[config.mk]
export PLATFORM = sky130hd
export DESIGN_NAME = mux_channel_scanner
export DESIGN_NICKNAME = d
export VERILOG_FILES = /design/src/rtl/mux_channel_scanner.sv
export SDC_FILE = /design/constraint.sdc
export NUM_CORES = 1
export LEC_CHECK = 0
export ABC_CLOCK_PERIOD_IN_PS = 1500
export CAP_MARGIN = 5
export CORE_AREA = 5 5 55 57
export DETAILED_ROUTE_END_ITERATION = 10
export DIE_AREA = 0 0 60 62
export HOLD_SLACK_MARGIN = 0.08
export PLACE_DENSITY = 0.77
export SLEW_MARGIN = 0
export SYNTH_ARGS = -nofsm -noshare
export SYNTH_HDL_FRONTEND = slang
export SYNTH_SLANG_ARGS = --single-unit
[constraint.sdc]
create_clock -name clk -period 1.5 [get_ports clk]
set_input_delay 0.15 -clock clk [delete_from_list [all_inputs] [get_ports clk]]
set_output_delay 0.15 -clock clk [all_outputs]
set_load 0.02 [all_outputs]
[src/rtl/mux_channel_scanner.sv]
// mux_channel_scanner: steps the select lines of a 4:1 mux through channels
// 0..3, holds each for DWELL cycles, samples the mux output, and hands the
// packed 4-bit frame downstream on a valid/ready handshake.
// Optional feature macro: FRAME_PARITY_EN adds a registered frame_parity output.
module mux_channel_scanner #(
    parameter int DWELL = 2
) (
    input  logic       clk,
    input  logic       rst,
    input  logic       start,
    input  logic       continuous,
    input  logic       mux_out,
    output logic [1:0] sel,
    output logic       busy,
    output logic [3:0] frame_data,
    output logic       frame_valid,
    input  logic       frame_ready,
    output logic       overrun
`ifdef FRAME_PARITY_EN
    ,
    output logic       frame_parity
`endif
);

    typedef enum logic [1:0] {
        IDLE   = 2'd0,
        SETTLE = 2'd1,
        HOLD   = 2'd2
    } state_t;

    localparam logic [7:0] LAST = 8'(DWELL - 1);

    state_t     state, state_next;
    logic [7:0] cnt;
    logic [2:0] shadow;
    logic       launch;
    logic       sample;
    logic       handshake;

    // Registered FSM state.
    always_ff @(posedge clk) begin
        if (rst) state <= IDLE;
        else     state <= state_next;
    end

    // Next-state decode plus the per-cycle event strobes used by the datapath.
    always_comb begin
        state_next = state;
        launch     = 1'b0;
        sample     = 1'b0;
        handshake  = 1'b0;
        case (state)
            IDLE: begin
                if (start | continuous) begin
                    launch     = 1'b1;
                    state_next = SETTLE;
                end
            end
            SETTLE: begin
                if (cnt == LAST) begin
                    sample = 1'b1;
                    if (sel == 2'd3) state_next = HOLD;
                end
            end
            HOLD: begin
                if (frame_ready) begin
                    handshake  = 1'b1;
                    state_next = IDLE;
                end
            end
            default: state_next = IDLE;
        endcase
    end

    // Dwell counter and select stepping; sel never wraps mid-scan, channel 3
    // goes straight to HOLD and sel returns to 0 only once the frame is taken.
    always_ff @(posedge clk) begin
        if (rst) begin
            sel <= 2'd0;
            cnt <= 8'd0;
        end else if (launch) begin
            sel <= 2'd0;
            cnt <= 8'd0;
        end else if (sample) begin
            cnt <= 8'd0;
            if (sel != 2'd3) sel <= sel + 2'd1;
        end else if (state == SETTLE) begin
            cnt <= cnt + 8'd1;
        end else if (handshake) begin
            sel <= 2'd0;
        end
    end

    // Sample capture: channels 0..2 go to the shadow, channel 3 goes straight
    // into the frame together with the shadow so the frame updates atomically.
    always_ff @(posedge clk) begin
        if (rst) begin
            shadow      <= 3'd0;
            frame_data  <= 4'd0;
            frame_valid <= 1'b0;
        end else begin
            if (sample && sel != 2'd3) shadow[sel] <= mux_out;
            if (sample && sel == 2'd3) begin
                frame_data  <= {mux_out, shadow};
                frame_valid <= 1'b1;
            end else if (handshake) begin
                frame_valid <= 1'b0;
            end
        end
    end

`ifdef FRAME_PARITY_EN
    // Parity registered alongside the frame it covers.
    always_ff @(posedge clk) begin
        if (rst)                       frame_parity <= 1'b0;
        else if (sample && sel == 2'd3) frame_parity <= ^{mux_out, shadow};
    end
`endif

    // Sticky flag for a start request arriving while a scan is in flight.
    always_ff @(posedge clk) begin
        if (rst)                        overrun <= 1'b0;
        else if (start && state != IDLE) overrun <= 1'b1;
    end

    assign busy = (state != IDLE);

endmodule

Yosys cells after proc, flatten, opt, wreduce, memory -nomap -nowiden
Cells that the tools add are included.
W data, S select, Z words.
- output and inout port bits: 9
- input port bits: 6
- latch bits: 0
- memory bits (read-only): 0
- RAM bits: 0
- memories kept: 0
- register bits: 21
- div/mod/pow operators: 0
- bitwise gates (word level): 1
- add/subtract/negate cells: 2
- multipliers: 0
- equal/unequal tests: 11
- order comparisons: 2
- reduce and logical (&&, ||, !) cells: 12
- shift-type cells: 0
- multiplexer cells: 20
- operator list (cell ; number):
    $mux W2 ; 8
    $ne A2 B2 Y1 const B ; 5
    $mux W1 ; 9
    $add A8 B1 Y8 const B ; 1
    $eq A8 B1 Y1 const B ; 1
    $pmux W2 S3 ; 1
    $reduce_bool A2 Y1 ; 3
    $eq A2 B2 Y1 const B ; 2
    $logic_and A1 B1 Y1 ; 4
    $ne A2 B1 Y1 const B ; 2
    $reduce_and A4 Y1 ; 1
    $bwmux W3 ; 1
    $lt A2 B3 Y1 const B ; 1
    $reduce_and A3 Y1 ; 1
    $reduce_or A3 Y1 ; 1
    $add A2 B1 Y2 const B ; 1
    $demux W1 S2 ; 1
    $eq A2 B1 Y1 const B ; 1
    $ge A2 B1 Y1 const B ; 1
    $logic_not A2 Y1 ; 1
    $reduce_or A2 Y1 ; 1
    $or A1 B1 Y1 ; 1

Depth between registers and ports, before layout
Gate-level depths: netlist of the first run.
- depth in word-level cells: 5
- mapped depth: 6

Worst setup path after synthesis of the first run
OpenSTA, ideal clock, no wires.
- path kind: reg-to-reg
- from: register cnt[0]
- to: register sel[0]
- buffers on the path: 0
- path slack: -79 ps
- stages on the path, launching flop included: 5
- setup time: 72 ps
- arrival time: 1507 ps
- path through: dfxtp_1 -> ha_1 -> or4b_4 -> nor4_4 -> mux2i_1
- word-level cells in the longest chain between the ends: 5
- elaborated cells between the ends (all ways): 8
- those cells by class: 3 x eq/ne; 3 x mux; 2 x reduce/logical
- RTL lines (element ; line ; source):
    start: declaration ; 34 ; logic [7:0] cnt;
    start signal: assignment ; 88 ; cnt <= cnt + 8'd1;
    $eq A8 B1 Y1 (*) ; 60 ; if (cnt == LAST) begin
    $mux W1 (*) ; 60 ;
    $mux W1 (*) ; 52 ; case (state)
    $ne A2 B1 Y1 (no source line), or another cell as far along ; -- ;
    $reduce_and A3 Y1 (no source line) ; -- ;
    end signal: assignment ; 86 ; if (sel != 2'd3) sel <= sel + 2'd1;
    end: declaration ; 13 ; output logic [1:0] sel,
Mark *: on every way between the ends. The rest lies on a longest branch, timed or not.
A chain may end at the register's enable or synchronous reset.

Final worst setup path of the first run
- from: register cnt[1]
- to: register sel[1]
The elaborated chain is that of the path after synthesis.

==> metrics.cfg, run 1 <==
[outcome]
status=finished with violations
violations=negative setup slack

[critical_path]
ff2ff_setup_slack_ns=-0.04
rr_startpoint=cnt[1]
arrival_ns=1.79
worstPathRequired_ns=1.75
start_kind=register
r2r_end=sel[1]
crit_fanout=2
worstSetupPathType=reg -> reg
end_kind=register
r2r_cells=5

[synthesis]
ys_async_sr_fraction=0
synth_edf_count=0
syn_nets=125
ys_dominant_reg_cell=dfxtp_1
ys_warn_count=0
synthesis.area_sq_um=1110
yosysUniqueCellTypes=38
synth_cells=113
ys_seq_area_frac=0.3788
avgSynthCellArea_sq_um=9.821
synth-seq-cells=21

[power_and_ir_drop]
powerDensity_nw_per_um2=687.9
leakagePower_nw=0.5295
ir_worst_vdd_v=0.0006155

[timing]
fin_worst_skew_ns=0.005076
finalCritPeriodShare=1.027
rsz0062_at_grt=true
hold_viol_final=0
worst_pin_slew_ns=0.3279
setup_ws_ns=-0.04084
slew_headroom=0.7796
setup_viol=6
final_max_slew_viol_count=0
finalCriticalPeriod_ns=1.541
fmax_mhz=649.0
holdWs_ns=0.4383

[route]
wl_per_cell_um=15.12
drc=0
drt_pass1_iterations=4
vias=978
drtIter0Drc=27
wirelength_mm=2.631
drtAntennaViolNets=0
vias_per_cell=5.621

[clocking]
clock_latency_ns=0.31
cts_tree=done
cts.sinks=21
numCtsBuffers=3
htreeDepth=1
clkSlewWorstSetupHoldPaths_ns=0.12
hold_buffers=0
clockRootBuffer=clkbuf_4
clk_path_buf_depth=2

[job]
maxCapViolations=0

[global_route]
first_global_vias=1010
grt_max_degree=13
grt_usage=0.1700
grt_overflow=0
antenna_found_initial=0
grt_pass1_wl_mm=4.657

[placed_design]
dpl.hpwl_mm=1.900
gp_congestion=0.8511
portBuffers=14

[final_layout]
final_util=0.6060
layout_common_cells=dfxtp_1 (15), buf_4 (15), nand2_1 (12), clkdlybuf4s50_1 (11), mux2i_1 (9)
n_antenna_cell=0
nets=157
drive_gt1_frac=0.3333
syn2layout_area_growth_pct=32.81

[floorplan]
rows=18
die_w_um=60
die_h_um=62
core_area_sq_um=2432
io_pins=15
dieArea_sq_um=3720
start_util=0.4563

[min_path]
hold_start=rst
hp-class=in -> reg
whs_path_depth=2
min_to=overrun

timing repair:
action / CTS / global route
cloned: 0 / 0
setup endpoints to repair: 14 / 17
gates resized for setup: 20 / 7
pin swaps: 3 / 3
buffers inserted: 2 / 1
worst max-delay path, cell delays in order (launching register included):
cell and delay [ns]:
dfxtp_2 0.35, inv_2 0.06, ha_4 0.12, or4b_4 0.49, nor4_4 0.24, mux2i_1 0.22
worst max-delay path by stage:
| stage | start | endpoint | slack (ns) |
|---|---|---|---|
| after floorplan | cnt[1] | cnt[1] | 0.03 |
| after global placement | cnt[1] | cnt[1] | -0.006 |
| after detailed placement | cnt[1] | cnt[1] | -0.06 |
| after CTS | cnt[1] | cnt[7] | -0.06 |
| after global routing | cnt[1] | sel[1] | -0.10 |
| final | cnt[1] | sel[1] | -0.04 |
kinds of logic (layout without fill, tap and decap cells):
family,after synthesis,in the layout,synth area share
AND/OR/NAND/NOR,46,46,0.2829
flip-flops,21,21,0.3788
multiplexers,9,9,0.08118
XOR/XNOR,2,2,0.01579
AO/OA/AOI/OAI,21,21,0.1285
adder cells (fa/ha/maj),6,6,0.06764
buffers and inverters,8,39,0.04508
power breakdown:
part | leakage (nW) | internal [mW] | switching [mW]
logic | 0.342 | 0.0762 | 0.0794
clock network | 0.0150 | 0.104 | 0.176
registers | 0.172 | 0.568 | 0.0102
total | 0.529 | 0.748 | 0.266
metrics by stage:
step,area (sq um),worst slack [ns],total power [mW],TNS [ns],instances
global placement,1359,-0.005890,0.7236,-0.005987,167
detailed placement,1359,-0.06497,0.7289,-0.2272,167
CTS,1458,-0.05767,1.019,-0.4682,173
floorplan,1111,0.02579,0.6725,0,113
global route,1474,-0.1035,1.064,-0.6300,174
finish,1474,-0.04084,1.014,-0.1244,174
flip-flops by register name (all words and copies together), names as in the netlist:
register,cells
cnt,8
frame_data,4
state,2
frame_valid,1
sel,2
overrun,1
shadow,3
cell usage after synthesis (2+ instances only):
library cell	number	area, sq um
dfxtp_1	21	420.4
nand2_1	12	45.04
mux2i_1	9	90.09
ha_1	6	75.07
a211oi_1	5	37.54
nand4_1	5	31.28
inv_1	4	15.01
nor2_1	4	15.01
nor2b_1	4	25.02
a21oi_1	3	15.01
nand3b_1	3	22.52
nor3_1	3	15.01
o21ai_0	3	15.01
o2111ai_1	2	17.52
o211ai_1	2	15.01
o31ai_1	2	15.01
or3_1	2	12.51
or3_2	2	15.01
or4_1	2	15.01
cell type report:
cell class | instances | area [sq um]
inverters | 4 | 15.01
repair buffers | 31 | 267.8
clock buffers | 4 | 26.28
flip-flops and latches | 21 | 427.9
well taps | 30 | 37.54
multi-input cells | 84 | 699.4
fillers | 209 | 958.4
routing by layer:
metal  up-vias  global-route usage  share of wire
met4         0             0.08861          0.023
met3         7             0.03512          0.038
met2        25              0.3102           0.52
met5         -                   0              0
met1       461              0.1852           0.42
li1        485                   -              -
Power figures use the tool's default switching activity.
==> run 2: changes to the inputs <==
GPL_TIMING_DRIVEN = 1   (was not set)
==> results of run 2 <==
Final layout, timing and power as in run 1 (identical DEF).
